<file path="src/rtl/account_bank_arbiter_if.sv">
// Bundle between the ATM front-end FSMs and the shared balance-store arbiter.
// No latency of its own. Signals only carry data between the two sides.
// Backpressure: a requester holds its req level until it sees its grant pulse.
interface account_bank_arbiter_if #(
    parameter int NUM_REQ       = 2,
    parameter int BALANCE_WIDTH = 20,
    parameter int ACCT_WIDTH    = 4
);
    logic [NUM_REQ-1:0]               req;
    logic [2*NUM_REQ-1:0]             req_op;
    logic [ACCT_WIDTH*NUM_REQ-1:0]    req_acct;
    logic [BALANCE_WIDTH*NUM_REQ-1:0] req_value;
    logic [NUM_REQ-1:0]               grant;
    logic [NUM_REQ-1:0]               done;
    logic [BALANCE_WIDTH-1:0]         resp_balance;
    logic                             resp_error;
    logic                             busy;

    // ATM side: drives requests and observes results.
    modport master (
        output req, req_op, req_acct, req_value,
        input  grant, done, resp_balance, resp_error, busy
    );

    // Arbiter side: observes requests and drives results.
    modport slave (
        input  req, req_op, req_acct, req_value,
        output grant, done, resp_balance, resp_error, busy
    );
endinterface

</file>
<file path="src/rtl/account_bank_arbiter.sv">
// Round-robin arbiter giving NUM_REQ ATM FSMs atomic read-check-modify-write access to a balance store.
// Latency: req seen in IDLE at edge T -> grant visible after T, done 3 cycles after grant; 5 cycles per transaction.
// Backpressure: losers keep req high and wait; only the level on req is remembered, nothing is queued.
module account_bank_arbiter #(
    parameter int NUM_REQ       = 2,
    parameter int BALANCE_WIDTH = 20,
    parameter int ACCT_WIDTH    = 4,
    parameter int INIT_BALANCE  = 1000
) (
    input  logic                  clk,
    input  logic                  rst,
    account_bank_arbiter_if.slave bus
);
    localparam int IDW      = (NUM_REQ > 1) ? $clog2(NUM_REQ) : 1;
    localparam int NUM_ACCT = 2 ** ACCT_WIDTH;

    localparam logic [1:0] OP_WD  = 2'b00;
    localparam logic [1:0] OP_DEP = 2'b01;
    localparam logic [1:0] OP_INQ = 2'b10;

    typedef enum logic [2:0] {
        S_IDLE  = 3'd0,
        S_READ  = 3'd1,
        S_EXEC  = 3'd2,
        S_WRITE = 3'd3,
        S_DONE  = 3'd4
    } state_t;

    state_t                   state_q, state_d;
    logic [IDW-1:0]           ptr_q;
    logic [IDW-1:0]           win_q, win_d;
    logic [1:0]               op_q;
    logic [ACCT_WIDTH-1:0]    acct_q;
    logic [BALANCE_WIDTH-1:0] val_q;
    logic [BALANCE_WIDTH-1:0] bal_q;
    logic [BALANCE_WIDTH-1:0] new_q, new_d;
    logic                     err_q, err_d;
    logic [BALANCE_WIDTH-1:0] resp_bal_q;
    logic                     resp_err_q;
    logic                     any_req;
    logic [BALANCE_WIDTH:0]   sum;

    logic [BALANCE_WIDTH-1:0] store_q [NUM_ACCT];

    // Per-requester views of the packed request fields.
    logic [1:0]               op_arr   [NUM_REQ];
    logic [ACCT_WIDTH-1:0]    acct_arr [NUM_REQ];
    logic [BALANCE_WIDTH-1:0] val_arr  [NUM_REQ];

    // Unpack the flat request buses into per-requester arrays.
    always_comb begin
        for (int i = 0; i < NUM_REQ; i++) begin
            op_arr[i]   = bus.req_op[2*i +: 2];
            acct_arr[i] = bus.req_acct[ACCT_WIDTH*i +: ACCT_WIDTH];
            val_arr[i]  = bus.req_value[BALANCE_WIDTH*i +: BALANCE_WIDTH];
        end
    end

    // Round-robin pick (search starts after the last winner) and FSM next state.
    always_comb begin
        logic found;
        int   idx;
        state_d = state_q;
        win_d   = win_q;
        found   = 1'b0;
        idx     = 0;
        for (int k = 1; k <= NUM_REQ; k++) begin
            idx = (int'(ptr_q) + k) % NUM_REQ;
            if (!found && bus.req[IDW'(idx)]) begin
                found = 1'b1;
                win_d = IDW'(idx);
            end
        end
        any_req = found;
        case (state_q)
            S_IDLE:  if (found) state_d = S_READ;
            S_READ:  state_d = S_EXEC;
            S_EXEC:  state_d = S_WRITE;
            S_WRITE: state_d = S_DONE;
            S_DONE:  state_d = S_IDLE;
            default: state_d = S_IDLE;
        endcase
    end

    // Balance check and update; the extra sum bit catches deposit overflow.
    always_comb begin
        sum   = {1'b0, bal_q} + {1'b0, val_q};
        new_d = bal_q;
        err_d = 1'b0;
        case (op_q)
            OP_WD: begin
                if (val_q > bal_q) err_d = 1'b1;
                else               new_d = bal_q - val_q;
            end
            OP_DEP: begin
                if (sum[BALANCE_WIDTH]) err_d = 1'b1;
                else                    new_d = sum[BALANCE_WIDTH-1:0];
            end
            OP_INQ:  new_d = bal_q;
            default: err_d = 1'b1;
        endcase
    end

    // FSM state register.
    always_ff @(posedge clk) begin
        if (rst) state_q <= S_IDLE;
        else     state_q <= state_d;
    end

    // Transaction datapath: capture request, read, compute, publish response.
    always_ff @(posedge clk) begin
        if (rst) begin
            ptr_q      <= IDW'(NUM_REQ - 1);
            win_q      <= '0;
            op_q       <= '0;
            acct_q     <= '0;
            val_q      <= '0;
            bal_q      <= '0;
            new_q      <= '0;
            err_q      <= 1'b0;
            resp_bal_q <= '0;
            resp_err_q <= 1'b0;
        end else begin
            case (state_q)
                S_IDLE: begin
                    if (any_req) begin
                        win_q  <= win_d;
                        ptr_q  <= win_d;
                        op_q   <= op_arr[win_d];
                        acct_q <= acct_arr[win_d];
                        val_q  <= val_arr[win_d];
                    end
                end
                S_READ: bal_q <= store_q[acct_q];
                S_EXEC: begin
                    new_q <= new_d;
                    err_q <= err_d;
                end
                S_WRITE: begin
                    resp_bal_q <= err_q ? bal_q : new_q;
                    resp_err_q <= err_q;
                end
                default: ;
            endcase
        end
    end

    // Balance store; only successful withdraws and deposits write back.
    always_ff @(posedge clk) begin
        if (rst) begin
            for (int a = 0; a < NUM_ACCT; a++) store_q[a] <= BALANCE_WIDTH'(INIT_BALANCE);
        end else if (state_q == S_WRITE && !err_q && (op_q == OP_WD || op_q == OP_DEP)) begin
            store_q[acct_q] <= new_q;
        end
    end

    // One-hot grant/done pulses and held response outputs.
    always_comb begin
        bus.grant        = '0;
        bus.done         = '0;
        bus.grant[win_q] = (state_q == S_READ);
        bus.done[win_q]  = (state_q == S_DONE);
        bus.resp_balance = resp_bal_q;
        bus.resp_error   = resp_err_q;
        bus.busy         = (state_q != S_IDLE);
    end
endmodule

</file>
<file path="src/flat_wrapper.sv">
// flat-port wrapper written by rule: the top's interface ports become plain ports
module account_bank_arbiter_flat 
#(
    parameter int NUM_REQ       = 2,
    parameter int BALANCE_WIDTH = 20,
    parameter int ACCT_WIDTH    = 4,
    parameter int INIT_BALANCE  = 1000
)
  (clk, rst, bus_req, bus_req_op, bus_req_acct, bus_req_value, bus_grant, bus_done, bus_resp_balance, bus_resp_error, bus_busy);
  account_bank_arbiter_if #(.NUM_REQ(NUM_REQ), .BALANCE_WIDTH(BALANCE_WIDTH), .ACCT_WIDTH(ACCT_WIDTH)) bus_i ();
  input  logic clk;
  input  logic rst;
  input wire logic [$bits(bus_i.req)-1:0] bus_req;
  input wire logic [$bits(bus_i.req_op)-1:0] bus_req_op;
  input wire logic [$bits(bus_i.req_acct)-1:0] bus_req_acct;
  input wire logic [$bits(bus_i.req_value)-1:0] bus_req_value;
  output wire logic [$bits(bus_i.grant)-1:0] bus_grant;
  output wire logic [$bits(bus_i.done)-1:0] bus_done;
  output wire logic [$bits(bus_i.resp_balance)-1:0] bus_resp_balance;
  output wire logic [$bits(bus_i.resp_error)-1:0] bus_resp_error;
  output wire logic [$bits(bus_i.busy)-1:0] bus_busy;
  assign bus_i.req = bus_req;
  assign bus_i.req_op = bus_req_op;
  assign bus_i.req_acct = bus_req_acct;
  assign bus_i.req_value = bus_req_value;
  assign bus_grant = bus_i.grant;
  assign bus_done = bus_i.done;
  assign bus_resp_balance = bus_i.resp_balance;
  assign bus_resp_error = bus_i.resp_error;
  assign bus_busy = bus_i.busy;
  account_bank_arbiter #(.NUM_REQ(NUM_REQ), .BALANCE_WIDTH(BALANCE_WIDTH), .ACCT_WIDTH(ACCT_WIDTH), .INIT_BALANCE(INIT_BALANCE)) u_core (.clk(clk), .rst(rst), .bus(bus_i));
endmodule
</file>
<file path="config.mk">
export PLATFORM = sky130hd
export DESIGN_NAME = account_bank_arbiter_flat
export DESIGN_NICKNAME = d
export VERILOG_FILES = /design/src/rtl/account_bank_arbiter_if.sv /design/src/rtl/account_bank_arbiter.sv /design/src/flat_wrapper.sv
export SDC_FILE = /design/constraint.sdc
export NUM_CORES = 1
export LEC_CHECK = 0
export CORE_UTILIZATION = 60
export CTS_CLUSTER_DIAMETER = 60
export DETAILED_ROUTE_END_ITERATION = 6
export PLACE_DENSITY = 0.79
export SLEW_MARGIN = 5
export SYNTH_ARGS = -nofsm -noshare
export SYNTH_HDL_FRONTEND = slang
export SYNTH_SLANG_ARGS = --single-unit
</file>
<file path="constraint.sdc">
create_clock -name clk -period 4.6 [get_ports clk]
set_input_delay 0.69 -clock clk [delete_from_list [all_inputs] [get_ports clk]]
set_output_delay 0.69 -clock clk [all_outputs]
set_load 0.005 [all_outputs]
</file>
* Word-level counts from Yosys, hierarchy flattened
Memory sizes are Yosys's and may differ from the RTL's. A register that Yosys moved wholly into a read port is not among the register bits.
Cells that the tools add are included.
** Word-level totals
- Bits in registers :: 73
- Memory bits (writable) :: 320
- Bits of input ports :: 56
- Output and inout bits :: 26
- Word-level logic and storage cells :: 79
- Memories :: 1
** Cells by class
- $add $sub $neg :: 4
- $lt $le $gt $ge :: 6
- Equality and inequality tests :: 7
- Muxes and demuxes :: 36
- Bitwise gates (word level) :: 3
- Reductions and logical operators :: 12
** Memories
- u_core.store_q :: depth 16, width 20, read ports 1, clocked after Yosys merged registers in 1, write ports 16, line account_bank_arbiter.sv:43 : logic [BALANCE_WIDTH-1:0] store_q [NUM_ACCT];
** Operator list (number)
- two-way mux 20 bit :: 7
- one-hot mux 20 bit (2 select lines) :: 1
- adder 20 x 20 -> 21 bit :: 1
- > comparator 20 bit :: 1
- OR reduction 20 bit :: 1
- subtractor 20 bit :: 1
- two-way mux 1 bit :: 17
- two-way mux 4 bit :: 4
- one-hot mux 3 bit (4 select lines) :: 1
- equality test 3 x 2 -> 1 bit (second input constant) :: 2
- < comparator 1 x 3 -> 1 bit (second input constant) :: 2
- two-way mux 2 bit :: 3
- AND 2 bit :: 2
- logical AND 1 bit :: 4
- equality test 3 x 1 -> 1 bit (second input constant) :: 1
- equality test 3 bit (second input constant) :: 1
- logical NOT 3 bit :: 1
- two-way mux 3 bit :: 1
- one-hot mux 1 bit (3 select lines) :: 1
- nonzero test 3 bit :: 1
- adder 1 bit (second input constant) :: 2
- equality test 2 x 1 -> 1 bit (second input constant) :: 1
- equality test 2 bit (second input constant) :: 1
- >= comparator 2 bit (second input constant) :: 1
- other kinds (9) :: 10

* Depth between registers and ports, before layout
Gate-level depths: netlist of run 1.
- Depth after elaboration :: 12
- Mapped depth :: 13
- Gate-level depth less buffers :: 11

* Worst setup path after synthesis of run 1
No wires, ideal clock.
- Path kind :: input to register
- Start point :: in rst
- End point :: mem u_core.store_q[1][0] (enable)
- Data arrival time :: 3.249 ns
- Data required time :: 4.175 ns
- Setup slack :: 0.926 ns
- Stages :: 5
- Path through :: nor4_2 > or3b_2 > clkbuf_1 > clkbuf_1 > o21ai_0
** RTL lines
- from (decl) :: line flat_wrapper.sv:12 : input logic rst;
- to (decl) :: line account_bank_arbiter.sv:43

* Worst setup path after layout of run 1
- Start point :: reg u_core.bal_q[0] (read register of u_core.store_q)
- End point :: reg u_core.new_q[19]
** On the way
- Cells in the longest elaborated chain, start to end :: 3
** Ends and longest elaborated chain
- from (decl) :: line account_bank_arbiter.sv:35 : logic [BALANCE_WIDTH-1:0] bal_q;
- adder 20 x 20 -> 21 bit, or another cell as far along :: line account_bank_arbiter.sv:87 : sum = {1'b0, bal_q} + {1'b0, val_q};
- two-way mux 20 bit (on tied branches) :: line account_bank_arbiter.sv:96, account_bank_arbiter.sv:92
- one-hot mux 20 bit (2 select lines) (*) :: line account_bank_arbiter.sv:90 : case (op_q)
- to (signal assigned) :: line account_bank_arbiter.sv:136 : new_q <= new_d;
- to (decl) :: line account_bank_arbiter.sv:36 : logic [BALANCE_WIDTH-1:0] new_q, new_d;
Every way passes the cells marked *; elsewhere a longest branch is shown, timed or not.
A chain may end at the register's enable or synchronous reset.

==> qor.yml, run 1 <==
r2r-start: "u_core.bal_q[0]"
drt-pass1-iter-count: 7
synth_most_common_cell: "edfxtp_1"
post_synth.cell_area_avg_um2: 12.65
period_needed_ns: 3.814
area_of_all_placed_cells_without_fillers_mm2: 0.02321
slowest_library_cell_on_the_worst_path: "and2_1"
coreArea_mm2: 0.03362
total_routed_length_um: 52710
synth_common_cells: "edfxtp_1 (320), and2_1 (230), nor2_1 (113)"
synth_seq_cells: 413
cell_area_after_technology_mapping_mm2: 0.02059
route.detailed.wl_per_inst_um: 24.72
tightestPinTransition_ns: 1.262
postCtsHoldBufs: 0
endpoint: "u_core.new_q[19]"
initial_core_util_pct: 61.26
worst_ep_arrival_time_ns: 4.22
number_of_warnings_issued_by_yosys: 0
drive_gt1_share_pct: 14.43
run_status: "complete, no violations"
post-route-period-util_pct: 82.91
path_delay_family: "compound AO/OA/AOI/OAI gates"
fp-row-count: 67
detail_route.iter0.violations: 1314
synth_flop_cell: "edfxtp_1"
io_pins: 82
vdd.ir_drop.worst_mv: 0.2903
max-cap-violations: 0
critical_path.startpoint: "u_core.bal_q[0]"
hp-class: "reg -> reg"
via_count_of_the_first_global_routing_pass: 13660
vias_after_detailed_routing: 13690
clk_pin_slew_worst_paths_ns: 0.06
track_usage_pct: 30.69
clock_sinks: 413
max_freq_mhz: 262.2
hold_viol_final: 0
clock-root-buffer: "clkbuf_16"
clockBufferDepth: 3
synth_cells: 1628
critical_path_peak_fanout: 19
synth-async-reset-ratio_pct: 0
worst_slew_margin_rel_pct: 15.64
num_antenna_cells: 0
cts_resized: 0
maximum_single_stage_delay_on_the_critical_path_ns: 0.87
tns_ns: 0
post-cts-setup-buffer-count: 0
clock_insertion_delay_at_the_later_pin_of_the_skew_report_ns: 0.56
power-per-cell-area_mw_per_mm2: 409.7
syn2layout_area_growth_pct: 12.71
die-area_mm2: 0.03507
setup.worst_path.start_class: "register"
synth.top_cells.by_area: "edfxtp_1 (47%), mux4_2 (11%), dfxtp_1 (9.0%)"
grt_antenna_before_repair: 0
unique_masters_post_synth: 74
grt_setup_unrepaired: "false"
setup_viol_count_final: 0
pin_count_of_the_biggest_net_entering_global_routing: 70
fin_nets: 1750
synth_sequential_area_ratio_pct: 55.70
remaining_drc_errors: 0
report.final.slew_viol_count: 0
placement.io_buffers: 80
post_synth_edffs: 320
worstHoldPathCells: 2
postRouteAntennaNets: 0
chipWidth_um: 187.3
postPlaceCellArea_mm2: 0.02176
gp_congestion: 0.8820
path_buf_inv: 0
netlist.area_leader.share_pct: 46.66
yosys_top_cell_by_area: "edfxtp_1"
routed_via_density: 6.422
synth_fp_nets: 1726
power.static_leakage_nw: 7.832
clock_tree_from_tritoncts: "yes"
first_pass_grt_wire_length_um: 81190
timing.reg2reg.worst_path_depth: 10
regArea_mm2: 0.01148
footprint_of_the_multi_input_gates_mm2: 0.008469
worstPathCellList: "ha_1, fa_1, nor2b_1, o21ai_1, a211oi_4, o311ai_2, and2_1, nor2_8, a221oi_1, a211oi_1"
grt.overflow.total: 0
die_h_um: 187.3
worst-path-stages: 10
clock_h_tree_levels: 2
end_kind: "register"
end_of_the_worst_register_to_register_path: "u_core.new_q[19]"
reg2reg_setup_slack_ns: 0.79
criticalPathCategory: "reg -> reg"
cts_buffers: 44
critPathRequiredTime_ns: 5.01
num-fill-cells: 2340
finalClockSkew_ns: 0.01544
hpwl_um: 34420
## cell families (layout without fill, tap and decap cells)
kind of cell / Yosys count / count (layout) / synth area share, %
compound gates: 256 / 256 / 8.676
flops: 413 / 413 / 55.70
mux: 148 / 148 / 13.27
fa+ha+maj: 42 / 42 / 2.625
xor+xnor: 16 / 16 / 0.6805
simple gates: 571 / 571 / 15.44
buf+inv: 182 / 238 / 3.603
## registers in the layout, indices dropped and copies added (netlist names)
name / count
u_core.store_q: 320
u_core.bal_q: 20
u_core.bus.resp_balance: 20
u_core.new_q: 20
u_core.val_q: 20
u_core.acct_q: 4
u_core.state_q: 3
u_core.op_q: 2
u_core.bus.resp_error: 1
u_core.err_q: 1
u_core.ptr_q: 1
u_core.win_q: 1
## how the worst min path moves through the flow
| stage | end | from |
|---|---|---|
| 6_report | u_core.bus.resp_balance[13] | u_core.bus.resp_balance[13] |
| 5_1_grt | u_core.bus.resp_balance[4] | u_core.bus.resp_balance[4] |
| 4_1_cts | u_core.bus.resp_error | u_core.bus.resp_error |
| 3_5_place_dp | u_core.bus.resp_error | u_core.bus.resp_error |
| 3_3_place_gp | u_core.bus.resp_error | u_core.bus.resp_error |
| 2_1_floorplan | u_core.bus.resp_error | u_core.bus.resp_error |
## layout by cell type, fill, tap and decap left out, types with 4 or more instances in the layout
cell             instances
edfxtp_1               320
and2_1                 230
nor2_1                 112
mux4_2                 100
dfxtp_1                 91
or3_1                   81
clkdlybuf4s50_1         79
a211oi_1                69
a21oi_1                 63
nand2_1                 59
mux2i_1                 48
clkbuf_16               46
inv_1                   41
ha_1                    40
buf_4                   38
nand2b_1                33
o21ai_0                 29
xnor2_1                 14
o21ai_2                 12
a221oi_1                10
clkinv_1                 9
clkbuf_1                 9
nor3_1                   8
nor2b_1                  7
o221ai_1                 7
nand3_1                  6
o21bai_1                 6
a21o_1                   6
nor3_2                   5
or2_2                    5
o31ai_1                  5
o22ai_1                  5
bufinv_16                5
nand3b_1                 4
a221o_1                  4
a22o_1                   4
## worst reg2reg max path, cell delays in order (launching register included)
cell,delay [ns]
dfxtp_1,0.36
ha_1,0.24
fa_1,0.41
nor2b_1,0.17
o21ai_1,0.37
a211oi_4,0.17
o311ai_2,0.37
and2_1,0.87
nor2_8,0.19
a221oi_1,0.39
a211oi_1,0.12
## layout make-up
cell class                      count  area share (%)
Inverter                           42          0.6792
Timing Repair Buffer              118           4.722
Sequential cell                   413           49.45
Multi-Input combinational cell   1033           36.49
Tap cell                          448           2.415
Clock buffer                       56           5.164
Clock inverter                     22           1.078
## layer usage
| metal | vias to the layer above | routed length, µm | global-route usage [%] |
|---|---|---|---|
| li1 | 6093 | - | - |
| met1 | 6896 | 21630 | 42.02 |
| met2 | 590 | 25720 | 49.66 |
| met3 | 112 | 3660 | 5.009 |
| met4 | 0 | 1703 | 11.54 |
| met5 | - | 0 | 0 |
## per-stage QoR
step / total power [W] / cells / setup WS [ns] / hold slack (ns) / utilization (%)
2_1_floorplan: 0.005465 / 1628 / 0.9262 / 0.4527 / -
3_3_place_gp: 0.005933 / 2054 / 1.004 / 0.4709 / 64.74
3_5_place_dp: 0.005965 / 2054 / 0.9563 / 0.4909 / 64.74
4_1_cts: 0.009517 / 2132 / 0.9038 / 0.4991 / 69.05
5_1_grt: 0.009815 / 2132 / 0.6531 / 0.5234 / 69.05
6_report: 0.009511 / 2132 / 0.7861 / 0.4981 / 69.05
## report_power, final
group / switching (W) / internal [W]
clock network: 0.00147 / 0.00212
logic: 0.000908 / 0.000636
registers: 0.000220 / 0.00415
total: 0.00260 / 0.00691
Power figures use the tool's default switching activity.
==> run 2, diff against run 1 <==
==> constraint.sdc (replaced) <==
create_clock -name clk -period 3.6 [get_ports clk]
set_input_delay 0.54 -clock clk [delete_from_list [all_inputs] [get_ports clk]]
set_output_delay 0.54 -clock clk [all_outputs]
set_load 0.005 [all_outputs]
==> qor.yml, run 2 (synthesis gave the netlist of run 1 again) <==
total_routed_length_um: 52450
die-area_mm2: 0.03507
post-cts-setup-buffer-count: 0
post-route-period-util_pct: 93.36
critPathRequiredTime_ns: 4.01
area_of_all_placed_cells_without_fillers_mm2: 0.02337
setup.worst_path.start_class: "register"
slowest_library_cell_on_the_worst_path: "a21oi_1"
drive_gt1_share_pct: 15.87
gp_congestion: 0.8905
end_kind: "register"
route.detailed.wl_per_inst_um: 24.26
finish.utilization_pct: 69.52
period_needed_ns: 3.361
hp-class: "reg -> reg"
worstHoldPathCells: 2
grt.overflow.total: 0
finalClockSkew_ns: 0.01224
die_h_um: 187.3
track_usage_pct: 30.42
hold_viol_final: 0
postCtsHoldBufs: 0
placement.io_buffers: 80
drt-pass1-iter-count: 5
clock_sinks: 413
timing.reg2reg.worst_path_depth: 11
clockBufferDepth: 3
placement.setup.worst_slack_ns: 0.4293
pin_count_of_the_biggest_net_entering_global_routing: 48
power-per-cell-area_mw_per_mm2: 506.7
num_antenna_cells: 0
vias_after_detailed_routing: 13740
power.total_w: 0.01184
io_pins: 82
vdd.ir_drop.worst_mv: 0.4303
cts_resized: 0
reg2reg_setup_slack_ns: 0.24
critical_path_peak_fanout: 9
worst_ep_arrival_time_ns: 3.77
layout_common_cells: "edfxtp_1 (320), and2_1 (230), nor2_1 (112), mux4_2 (100), dfxtp_1 (91)"
max_freq_mhz: 297.5
first_pass_grt_wire_length_um: 80360
cts_buffers: 44
detail_route.iter0.violations: 1282
worstPathCellList: "inv_1, ha_1, nor2_1, nand3_1, a21oi_1, a2111oi_0, buf_4, o41ai_1, xnor2_1, a221oi_1, a211oi_1"
setup_ws_ns: 0.2389
clock_tree_from_tritoncts: "yes"
chipWidth_um: 187.3
grt_setup_unrepaired: "false"
criticalPathCategory: "reg -> reg"
end_of_the_worst_register_to_register_path: "u_core.new_q[19]"
r2r-start: "u_core.val_q[8]"
path_delay_family: "compound AO/OA/AOI/OAI gates"
grt_antenna_before_repair: 0
postRouteAntennaNets: 0
clk_pin_slew_worst_paths_ns: 0.06
max-cap-violations: 0
worst_hold_startpoint: "u_core.bus.resp_error"
worst_slew_margin_rel_pct: 40.72
remaining_drc_errors: 0
fp-row-count: 67
power.static_leakage_nw: 7.940
register_bank_with_the_most_flops: "u_core.store_q"
largest_register_ffs: 320
via_count_of_the_first_global_routing_pass: 13570
most_common_library_cell_in_the_layout_ignoring_fill_and_taps: "edfxtp_1"
initial_core_util_pct: 61.26
clock_h_tree_levels: 2
path_buf_inv: 2
hold_end: "u_core.bus.resp_error"
tightestPinTransition_ns: 0.8870
postPlaceCellArea_mm2: 0.02205
clock_insertion_delay_at_the_later_pin_of_the_skew_report_ns: 0.55
tns_ns: 0
maximum_single_stage_delay_on_the_critical_path_ns: 0.48
fin_nets: 1780
clock-root-buffer: "clkbuf_16"
run_status: "complete, no violations"
syn2layout_area_growth_pct: 13.48
report.final.slew_viol_count: 0
setup_viol_count_final: 0
coreArea_mm2: 0.03362
hpwl_um: 35020
routed_via_density: 6.354
run 2: cell types whose count changed in the layout (fill, tap and decap cells not counted), sizes merged:
cell,previous run,this run
buf,39,69
bufinv,5,1
clkinv,14,17
clkinvlp,2,4
inv,43,42
run 2: power by group:
group | leakage [nW] | internal [W] | switching (W)
Combinational | 3.58 | 0.000852 | 0.00119
Sequential | 3.72 | 0.00531 | 0.000286
Clock | 0.634 | 0.00238 | 0.00183
run 2: cell type report:
cell class / count / area [µm²]
flip-flops and latches: 413 / 11480
clock buffers: 56 / 1177
repair buffers: 148 / 1384
multi-input cells: 1033 / 8469
fillers: 2299 / 10250
inverters: 42 / 157.7
well taps: 448 / 560.5
clock inverters: 22 / 142.6
run 2: worst max path at each step:
stage / from / to / slack [ns] / cells past startpoint
after floorplan: rst / u_core.store_q[1][0] / 0.08 / 5
after global placement: u_core.val_q[3] / u_core.new_q[16] / 0.43 / 10
after detailed placement: u_core.val_q[3] / u_core.new_q[16] / 0.43 / 10
after CTS: u_core.val_q[4] / u_core.new_q[19] / 0.38 / 11
after global routing: u_core.val_q[4] / u_core.new_q[19] / 0.06 / 11
final: u_core.val_q[8] / u_core.new_q[19] / 0.24 / 11
run 2: per-stage QoR:
step           hold slack (ns)  instances
2_1_floorplan           0.4527       1628
3_3_place_gp            0.4449       2084
3_5_place_dp            0.4552       2084
4_1_cts                 0.4631       2162
5_1_grt                 0.4923       2162
6_report                0.4639       2162
run 2: tightest hold or removal path, delay by kind of cell, from the launching register on:
kind	cells	cell delay, ns
compound gates	1	0.05
flops	1	0.31
simple gates	1	0.05
run 2: metal layers:
metal / wire, µm / GRT usage (%) / vias up
li1: - / - / 6153
met1: 21130 / 41.87 / 6864
met2: 26080 / 50.41 / 615
met3: 3778 / 3.921 / 105
met4: 1467 / 9.994 / 0
met5: 0 / 0 / -
